File: src/rtl/ad4003_pkg.sv
// ad4003_pkg
// Shared constants, FSM state type and beat-word packing helper for the
// AD4003 frame streamer.
//   N_CH / SAMPLE_W : default channel count and sample width
//   TAG_MSB / CH_LSB: field positions inside a 32-bit beat word
//   stream_state_t  : IDLE / STREAM
//   pack_word()     : {tag, channel index, raw sample} -> 32 bits
package ad4003_pkg;

    localparam int N_CH     = 48;
    localparam int SAMPLE_W = 18;
    localparam int WORD_W   = 32;
    localparam int TAG_MSB  = 31;
    localparam int TAG_W    = 8;
    localparam int CH_LSB   = 18;
    localparam int CH_W     = TAG_MSB - TAG_W + 1 - CH_LSB;

    typedef enum logic [0:0] {
        IDLE   = 1'b0,
        STREAM = 1'b1
    } stream_state_t;

    // Word layout: tag[31:24], channel index[23:18], raw sample[17:0].
    // The sample is placed as-is, never sign-extended.
    function automatic logic [WORD_W-1:0] pack_word(
        input logic [TAG_W-1:0]  tag,
        input logic [CH_W-1:0]   ch,
        input logic [CH_LSB-1:0] sample
    );
        logic [WORD_W-1:0] word;
        word                     = {WORD_W{1'b0}};
        word[TAG_MSB -: TAG_W]   = tag;
        word[CH_LSB +: CH_W]     = ch;
        word[CH_LSB-1:0]         = sample;
        return word;
    endfunction

endpackage

File: src/rtl/ad4003_beat_mux.sv
// ad4003_beat_mux
// Combinational selection of channel pair (2*beat, 2*beat+1) from a frame
// snapshot, packed into one 64-bit beat. The parent registers the result.
//   shadow : N_CH*SAMPLE_W frame snapshot, channel k at [SAMPLE_W*k +: SAMPLE_W]
//   beat   : beat index 0 .. N_CH/2-1
//   tag    : frame tag placed in both words
//   pair   : {word(ch 2b+1), word(ch 2b)}
module ad4003_beat_mux #(
    parameter int N_CH     = ad4003_pkg::N_CH,
    parameter int SAMPLE_W = ad4003_pkg::SAMPLE_W,
    parameter int BEAT_W   = 5
) (
    input  logic [N_CH*SAMPLE_W-1:0] shadow,
    input  logic [BEAT_W-1:0]        beat,
    input  logic [7:0]               tag,
    output logic [63:0]              pair
);
    import ad4003_pkg::*;

    logic [CH_W-1:0]     ch_even_s;
    logic [CH_W-1:0]     ch_odd_s;
    logic [SAMPLE_W-1:0] smp_even_s;
    logic [SAMPLE_W-1:0] smp_odd_s;

    // Pick the channel pair addressed by beat and pack both words.
    always_comb begin
        ch_even_s = CH_W'({beat, 1'b0});
        ch_odd_s  = {ch_even_s[CH_W-1:1], 1'b1};
        // Out-of-range beat indices yield zero samples rather than an
        // undefined part-select.
        if (int'(beat) < N_CH / 2) begin
            smp_even_s = shadow[SAMPLE_W*int'(ch_even_s) +: SAMPLE_W];
            smp_odd_s  = shadow[SAMPLE_W*int'(ch_odd_s)  +: SAMPLE_W];
        end else begin
            smp_even_s = {SAMPLE_W{1'b0}};
            smp_odd_s  = {SAMPLE_W{1'b0}};
        end
        pair = {pack_word(tag, ch_odd_s, smp_odd_s),
                pack_word(tag, ch_even_s, smp_even_s)};
    end

endmodule

File: src/rtl/ad4003_frame_streamer.sv
// ad4003_frame_streamer
// Snapshots a complete AD4003 conversion frame (N_CH samples) at the falling
// edge of reader_en_sync and streams it as N_CH/2 tagged 64-bit AXI-Stream
// beats. Frames ending while a snapshot is still streaming are dropped and
// counted. Single clock domain (adc_read_clk), asynchronous active-high rst.
//   enable         : allow capture of new frames
//   reader_en_sync : shift-window strobe, high->low marks frame end
//   adc_data       : parallel samples, channel k at [SAMPLE_W*k +: SAMPLE_W]
//   m_tdata/m_tvalid/m_tready/m_tlast : AXI-Stream master
//   busy           : high while streaming
//   frame_cnt      : captured frames (wraps)
//   overflow_cnt   : dropped frames (saturates)
module ad4003_frame_streamer #(
    parameter int N_CH     = ad4003_pkg::N_CH,
    parameter int SAMPLE_W = ad4003_pkg::SAMPLE_W,
    parameter int CNT_W    = 16
) (
    input  logic                     adc_read_clk,
    input  logic                     rst,
    input  logic                     enable,
    input  logic                     reader_en_sync,
    input  logic [N_CH*SAMPLE_W-1:0] adc_data,
    output logic [63:0]              m_tdata,
    output logic                     m_tvalid,
    input  logic                     m_tready,
    output logic                     m_tlast,
    output logic                     busy,
    output logic [CNT_W-1:0]         frame_cnt,
    output logic [CNT_W-1:0]         overflow_cnt
);
    import ad4003_pkg::*;

    localparam int                N_BEATS   = N_CH / 2;
    localparam int                BEAT_W    = $clog2(N_BEATS);
    localparam logic [BEAT_W-1:0] LAST_BEAT = BEAT_W'(N_BEATS - 1);

    stream_state_t            state_r;
    logic                     reader_en_d_r;
    logic [N_CH*SAMPLE_W-1:0] shadow_r;
    logic [7:0]               tag_r;
    logic [BEAT_W-1:0]        beat_r;
    logic [63:0]              m_tdata_r;
    logic                     m_tvalid_r;
    logic                     m_tlast_r;
    logic                     busy_r;
    logic [CNT_W-1:0]         frame_cnt_r;
    logic [CNT_W-1:0]         overflow_cnt_r;

    logic                     frame_end_s;
    logic                     hs_s;
    logic                     last_hs_s;
    logic                     capture_s;
    logic                     drop_s;
    logic                     advance_s;
    logic [BEAT_W-1:0]        beat_nxt_s;
    logic [N_CH*SAMPLE_W-1:0] mux_src_s;
    logic [7:0]               mux_tag_s;
    logic [63:0]              pair_s;

    // Frame-end detect, capture/drop decisions and the next beat to present.
    always_comb begin
        frame_end_s = reader_en_d_r & ~reader_en_sync;
        hs_s        = m_tvalid_r & m_tready;
        last_hs_s   = hs_s & (beat_r == LAST_BEAT);
        advance_s   = hs_s & ~last_hs_s;
        capture_s   = 1'b0;
        drop_s      = 1'b0;
        case (state_r)
            IDLE: begin
                capture_s = frame_end_s & enable;
            end
            STREAM: begin
                // A frame ending exactly on the last handshake can be taken
                // back-to-back; any other frame end while streaming is lost.
                capture_s = last_hs_s & frame_end_s & enable;
                drop_s    = frame_end_s & ~last_hs_s;
            end
            default: begin
                capture_s = 1'b0;
                drop_s    = 1'b0;
            end
        endcase
        // On capture the first beat is built straight from adc_data so that
        // m_tdata is valid in the same cycle m_tvalid rises.
        if (capture_s) begin
            mux_src_s  = adc_data;
            mux_tag_s  = frame_cnt_r[7:0];
            beat_nxt_s = {BEAT_W{1'b0}};
        end else if (advance_s) begin
            mux_src_s  = shadow_r;
            mux_tag_s  = tag_r;
            beat_nxt_s = beat_r + BEAT_W'(1);
        end else begin
            mux_src_s  = shadow_r;
            mux_tag_s  = tag_r;
            beat_nxt_s = beat_r;
        end
    end

    ad4003_beat_mux #(
        .N_CH     (N_CH),
        .SAMPLE_W (SAMPLE_W),
        .BEAT_W   (BEAT_W)
    ) u_beat_mux (
        .shadow (mux_src_s),
        .beat   (beat_nxt_s),
        .tag    (mux_tag_s),
        .pair   (pair_s)
    );

    // Streaming FSM, snapshot, counters and registered AXIS outputs.
    always_ff @(posedge adc_read_clk or posedge rst) begin
        if (rst) begin
            state_r        <= IDLE;
            reader_en_d_r  <= 1'b0;
            shadow_r       <= {(N_CH*SAMPLE_W){1'b0}};
            tag_r          <= 8'h00;
            beat_r         <= {BEAT_W{1'b0}};
            m_tdata_r      <= 64'h0;
            m_tvalid_r     <= 1'b0;
            m_tlast_r      <= 1'b0;
            busy_r         <= 1'b0;
            frame_cnt_r    <= {CNT_W{1'b0}};
            overflow_cnt_r <= {CNT_W{1'b0}};
        end else begin
            reader_en_d_r <= reader_en_sync;

            if (drop_s && (overflow_cnt_r != {CNT_W{1'b1}})) begin
                overflow_cnt_r <= overflow_cnt_r + CNT_W'(1);
            end

            if (capture_s) begin
                shadow_r    <= adc_data;
                tag_r       <= frame_cnt_r[7:0];
                frame_cnt_r <= frame_cnt_r + CNT_W'(1);
            end

            case (state_r)
                IDLE: begin
                    if (capture_s) begin
                        state_r    <= STREAM;
                        beat_r     <= beat_nxt_s;
                        m_tdata_r  <= pair_s;
                        m_tlast_r  <= (beat_nxt_s == LAST_BEAT);
                        m_tvalid_r <= 1'b1;
                        busy_r     <= 1'b1;
                    end else begin
                        m_tvalid_r <= 1'b0;
                        m_tlast_r  <= 1'b0;
                        busy_r     <= 1'b0;
                    end
                end
                STREAM: begin
                    if (capture_s || advance_s) begin
                        beat_r     <= beat_nxt_s;
                        m_tdata_r  <= pair_s;
                        m_tlast_r  <= (beat_nxt_s == LAST_BEAT);
                        m_tvalid_r <= 1'b1;
                        busy_r     <= 1'b1;
                    end else if (last_hs_s) begin
                        state_r    <= IDLE;
                        m_tvalid_r <= 1'b0;
                        m_tlast_r  <= 1'b0;
                        busy_r     <= 1'b0;
                    end
                end
                default: begin
                    state_r    <= IDLE;
                    m_tvalid_r <= 1'b0;
                    m_tlast_r  <= 1'b0;
                    busy_r     <= 1'b0;
                end
            endcase
        end
    end

    assign m_tdata      = m_tdata_r;
    assign m_tvalid     = m_tvalid_r;
    assign m_tlast      = m_tlast_r;
    assign busy         = busy_r;
    assign frame_cnt    = frame_cnt_r;
    assign overflow_cnt = overflow_cnt_r;

endmodule

File: config.mk
export PLATFORM = sky130hd
export DESIGN_NAME = ad4003_frame_streamer
export DESIGN_NICKNAME = d
export VERILOG_FILES = /design/src/rtl/ad4003_pkg.sv /design/src/rtl/ad4003_beat_mux.sv /design/src/rtl/ad4003_frame_streamer.sv
export SDC_FILE = /design/constraint.sdc
export NUM_CORES = 2
export LEC_CHECK = 0
export BUFFER_PORTS_ARGS = -buffer_cell sky130_fd_sc_hd__buf_2
export CORE_AREA = 2 2 378 380
export DETAILED_ROUTE_END_ITERATION = 12
export DIE_AREA = 0 0 380 382
export PLACE_DENSITY_LB_ADDON = 0.1
export SLEW_MARGIN = 20
export SYNTH_ARGS = -nofsm -noshare
export SYNTH_HDL_FRONTEND = slang
export SYNTH_SLANG_ARGS = --single-unit
File: constraint.sdc
create_clock -name adc_read_clk -period 62.4 [get_ports adc_read_clk]
set_input_delay 9.36 -clock adc_read_clk [delete_from_list [all_inputs] [get_ports adc_read_clk]]
set_output_delay 9.36 -clock adc_read_clk [all_outputs]
set_load 0.05 [all_outputs]
# Word level (Yosys, flattened, before mapping)
# Cells that the tools add are included.
# Widths: inputs -> output; s select.
word_totals:
  reg_bits: 977
  inputBits: 869
  out_inout_bits: 99
  elab_cells: 62
classes:
  add_sub_neg: 3
  mul: 2
  n_lt_le_gt_ge: 1
  eq_ne: 6
  n_shift: 2
  mux: 24
  n_bitwise: 11
  n_reduce_logical: 3
op_table:
  columns: ["cell", "count"]
  rows:
  - ["$shiftx 864x32->18", 2]
  - ["$mux 864", 1]
  - ["$mux 64", 2]
  - ["$pmux 64 s2", 1]
  - ["$mux 18", 2]
  - ["$add 16x1->16 const B", 2]
  - ["$mux 5", 4]
  - ["$ne 16x16->1 const B", 1]
  - ["$eq 5x5->1 const B", 2]
  - ["$mul 4x6->10 const A", 1]
  - ["$pmux 5 s2", 1]
  - ["$mul 4x5->9 const A", 1]
  - ["$and 1x1->1", 8]
  - ["$mux 1", 8]
  - ["$mux 8", 1]
  - ["$pmux 1 s2", 4]
  - ["$add 5x1->5 const B", 1]
  - ["$lt 5x5->1 const B", 1]
  - ["$ne 3x1->1 const B", 1]
  - ["$not 1->1", 3]
  - ["$ne 2x1->1 const B", 1]
  - ["$ne 2x2->1 const B", 1]
  - ["$reduce_and 2->1", 1]
  - ["$logic_and 1x1->1", 1]
  - ["$logic_or 1x1->1", 1]

# Depth between registers and ports, before layout
depth:
  depth_word: 11
  mapped_depth: 13
  depth_no_buf: 9

# Modules after synthesis
# From an unflattened synthesis, not the netlist that was laid out.
hier_totals:
  hier_cells: 2804
  hier_area_um2: 44216.2
modules_own_cells:
  columns: ["module", "instances", "cells_each", "area_per_inst_um2", "seq_area_each_um2"]
  rows:
  - ["ad4003_frame_streamer", 1, 2180, 37216.9, 24448.4]
  - ["ad4003_beat_mux", 1, 624, 6999.2, 0.0]

# Least setup slack after synthesis
# OpenSTA, ideal clock, no wires.
synth_timing:
  path_kind: "input port to flip-flop"
  start: "input m_tready"
  end: "register m_tdata_r[48] (netlist: m_tdata[48])"
  setup_time_ns: 0.126
  arrival_time_ns: 11.231
  required_time_ns: 62.274
  setup_slack_ns: 51.043
  stages: 8
  path_buffers: 1
  cell_sequence: "nand2_1 or3_4 nand2_2 buf_4 mux4_2 nand3_1 o211ai_1 o32a_1"
synth_via:
  elab_chain_len: 11
  elab_cells_between_ends: 21
  classes_between: "mul: 1; order compare: 1; eq/ne: 2; shift: 1; mux: 8; bitwise: 6; reduce/logical: 2"
synth_lines:
  columns: ["element", "line", "source"]
  rows:
  - ["start: declaration", "ad4003_frame_streamer.sv:25", "input logic m_tready,"]
  - ["$and 1x1->1 *", "ad4003_frame_streamer.sv:63", "hs_s = m_tvalid_r & m_tready;"]
  - ["$and 1x1->1", "ad4003_frame_streamer.sv:64", "last_hs_s = hs_s & (beat_r == LAST_BEAT);"]
  - ["$and 1x1->1 or $not 1->1 (tied branches)", "ad4003_frame_streamer.sv:75, ad4003_frame_streamer.sv:65", null]
  - ["$and 1x1->1, on equally long branches", "ad4003_frame_streamer.sv:75, ad4003_frame_streamer.sv:65", null]
  - ["$pmux 1 s2 or $mux 5 (tied branches)", "ad4003_frame_streamer.sv:68, ad4003_frame_streamer.sv:89", null]
  - ["$mux 5", "ad4003_frame_streamer.sv:85", "if (capture_s) begin"]
  - ["$mul 4x6->10", "ad4003_beat_mux.sv:33", "smp_odd_s = shadow[SAMPLE_W*int'(ch_odd_s) +: SAMPLE_W];"]
  - ["$shiftx 864x32->18", "ad4003_beat_mux.sv:33", null]
  - ["$mux 18", "ad4003_beat_mux.sv:31", "if (int'(beat) < N_CH / 2) begin"]
  - ["$mux 64, on equally long branches", "ad4003_frame_streamer.sv:154, ad4003_frame_streamer.sv:140", null]
  - ["$pmux 64 s2", "ad4003_frame_streamer.sv:138", "case (state_r)"]
  - ["end signal: assignment", "ad4003_frame_streamer.sv:143", "m_tdata_r <= pair_s;"]
  - ["end signal: assignment", "ad4003_frame_streamer.sv:156", "m_tdata_r <= pair_s;"]
  - ["end: declaration", "ad4003_frame_streamer.sv:42", "logic [63:0] m_tdata_r;"]
# Mark *: on every way between the ends. The rest lies on a longest branch, timed or not. The select of a mux whose other input is x is not followed.
# A chain may end at the register's enable or synchronous reset.

# Final worst setup path
layout_timing:
  start: "input m_tready"
  end: "register m_tdata_r[34] (netlist: m_tdata[34])"
# The elaborated chain is that of the path after synthesis.

==> reports/metrics.csv <==
stage;metric;value;unit
run_status;status;completed;
route;drtAntennaViolNets;0;
route;first_pass_iters;5;
worst_setup_path;crit_path_start_kind;input pin;
floorplanning;die_h;382;um
clocking;clockBufferDepth;3;
floorplanning;rows;138;
grt;grt_pass1_wl;295000;um
cells_and_area;syn2layout_area_growth;22.9;%
floorplanning;dieArea;0.145;mm^2
clocking;clkTransAtPathRegs;60;ps
flow_run;maxCapViolCount;0;
sta;slew_viol_final;0;
grt;antenna_found_initial;62;
worst_setup_path;reg2reg_from;beat_r[0];
placed_design;port_buffers;966;
yosys;synth_edf_count;0;
sta;timing.final.crit_share;21.9;%
yosys;ys.flop_type;dfrtp_1;
clocking;post-cts-setup-buffers;0;
route;via_per_inst;5.04;
worst_setup_path;cp-end-kind;flip-flop;
floorplanning;ios;968;
cells_and_area;nets;7090;
grt;grt_overflow;0;
clocking;cts.sinks;958;
worst_setup_path;rrSetupSlack;56600;ps
cells_and_area;final_common_cell;nand2_1;
yosys;synth_mux_area_share;1.64;%
cells_and_area;drive_above_1_share;20.2;%
cells_and_area;final_cell_mix;3050 x nand2_1, 966 x buf_2, 958 x dfrtp_1, 156 x a31oi_1, 153 x nor2_1;
worst_setup_path;worstReg2RegEnd;m_tdata[34];
yosys;synth-adder-area-share;0.0848;%
floorplanning;coreArea;0.141;mm^2
sta;maxSlewHeadroom;18.4;%
route;drt_iter0_markers;3721;
worst_setup_path;arrival;14320;ps
sta;min_period;13670;ps
yosys;netlist_instances;5451;
grt;grt_pass1_vias;41000;
sta;tightest_slew;1220;ps
yosys;synth_top_family_by_area;simple AND/OR/NAND/NOR gates;
clocking;htreeDepth;3;
sta;setup_violations;0;
yosys;yosys.area_share.simple;29.4;%
pwr;p_leak;0.0287;uW
worst_setup_path;reg2reg_depth;12;
route;highest_layer;met5;
cells_and_area;fillers;15000;
yosys;synthXorXnorAreaFrac;0.693;%
min_path;hold_path.class;flip-flop to flip-flop;
clocking;clock_latency;730;ps
yosys;synth-compound-area-share;9.74;%
route;met2_length;95700;um
worst_setup_path;worstPathMaxFanout;154;
sta;setup_tns;0;ps
floorplanning;dieWidth;380;um
floorplanning;initial_core_util;31.4;%
route;drt-met1-wl;91200;um
route;drt_wl_total;208000;um
route;met3WireLength;12900;um
yosys;synth_area_per_cell;8.12;um^2
yosys;synth_fp_nets;6323;
worst_setup_path;critPathLaunch;m_tready;
clocking;ctsHoldBuffers;0;
route;via_count;41400;
yosys;async_flop_share;100;%
yosys;synth_warnings;0;
yosys;synth-seq-cells;958;
sta;fin_worst_skew;21.2;ps
clocking;cts_made_buffers;112;
placed_design;gp_congestion;0.883;
worst_setup_path;crit_path_end;m_tdata[34];
sta;finalHoldViolCount;0;
grt;grt_usage;27.9;%
route;wl_per_cell;25.3;um
clocking;clockRootBuffer;clkbuf_16;
route;drcViolationCount;0;
pwr;peakVddDrop;33.6;uV
pwr;powerDensity;44.5;mW/mm^2
placed_design;place_hpwl;152000;um
clocking;cts_tree;built;
yosys;ys_seq_area_share;54.2;%
clocking;cts.repair.resized;0;
worst_setup_path;critical_path_class;input pin to flip-flop;
yosys;netlist_area;0.0442;mm^2
grt;grt_max_degree;207;
cells_and_area;final_util;38.6;%
sta;fmax;73.2;MHz
sta;rsz0062_at_grt;false;
yosys;ys_types;66;
worst_setup_path;crit_required;63050;ps
registers in the layout, summed over array words and instances (netlist names):
name	cells
frame_cnt	16
shadow_r	864
m_tdata	46
tag_r	8
reader_en_d_r	1
state_r	1
overflow_cnt	16
m_tlast	1
beat_r	4
busy	1
worst min-delay path by stage:
stage               slack [ps]            end  cells past startpoint     startpoint
finish                     470  shadow_r[597]                      2  shadow_r[597]
CTS                        470  shadow_r[597]                      2  shadow_r[597]
global placement           450   shadow_r[28]                      2   shadow_r[28]
detailed placement         460   shadow_r[20]                      2   shadow_r[20]
floorplan                  440   shadow_r[10]                      2   shadow_r[10]
global route               490  shadow_r[854]                      2  shadow_r[854]
cell type report:
class	instances	area, um^2	share of cell area, %
Antenna cell	18	45.0	0.0828
Clock buffer	162	3400	6.25
Clock inverter	38	505	0.929
Inverter	4	22.5	0.0414
Multi-Input combinational cell	4106	18600	34.2
Sequential cell	958	24000	44.1
Tap cell	1890	2360	4.35
Timing Repair Buffer	1036	5480	10.1
layer usage:
metal  GRT usage (%)  vias to the layer above
li1                -                    19200
met2            44.6                     1471
met1            38.0                    20400
met3            5.22                      300
met4            9.61                       24
met5               0                        -
where the power goes:
part | total (uW) | leakage, uW | switching (uW) | internal, uW
sequential | 865 | 0.0123 | 94.0 | 771
combinational | 850 | 0.0145 | 612 | 237
clock | 704 | 0.00194 | 280 | 424
worst max-delay path: stages:
cell	delay, ps
buf_2	120
nand2_1	230
o21ai_4	170
nand2_4	530
buf_4	720
buf_12	520
buf_4	690
nand2_1	150
a31oi_1	240
o22ai_1	140
a211oi_1	990
a211o_1	170
kinds of logic (layout without fill, tap and decap cells):
group | Yosys count | after routing
fa+ha+maj | 3 | 3
mux | 56 | 56
other cells | 1 | 19
xor+xnor | 35 | 35
simple gates | 3376 | 3376
compound gates | 635 | 635
flops | 958 | 958
buf+inv | 387 | 1240
per-stage QoR:
step	instances	worst slack [ps]	area (um^2)	power (uW)	hold slack (ps)
after floorplan	5451	26090	44200	1370	440
after global placement	7990	48000	50300	1720	451
after detailed placement	7993	48020	50400	1720	457
after CTS	8193	48800	54300	2440	472
after global routing	8200	48630	54400	2540	486
final	8212	48730	54400	2420	470
synthesized netlist by cell type, types with 29 or more instances:
master / number / area [um^2]
clkbuf_1: 104 / 390
a21oi_1: 81 / 405
o211ai_1: 29 / 218
nand2_1: 3054 / 11500
o22ai_1: 32 / 200
nand3_1: 102 / 510
buf_2: 222 / 1110
a31oi_1: 156 / 976
a311oi_1: 50 / 438
mux2i_1: 42 / 420
dfrtp_1: 958 / 24000
nor2_1: 157 / 589
a211oi_1: 56 / 420
o21ai_0: 87 / 435
Power figures use the tool's default switching activity.
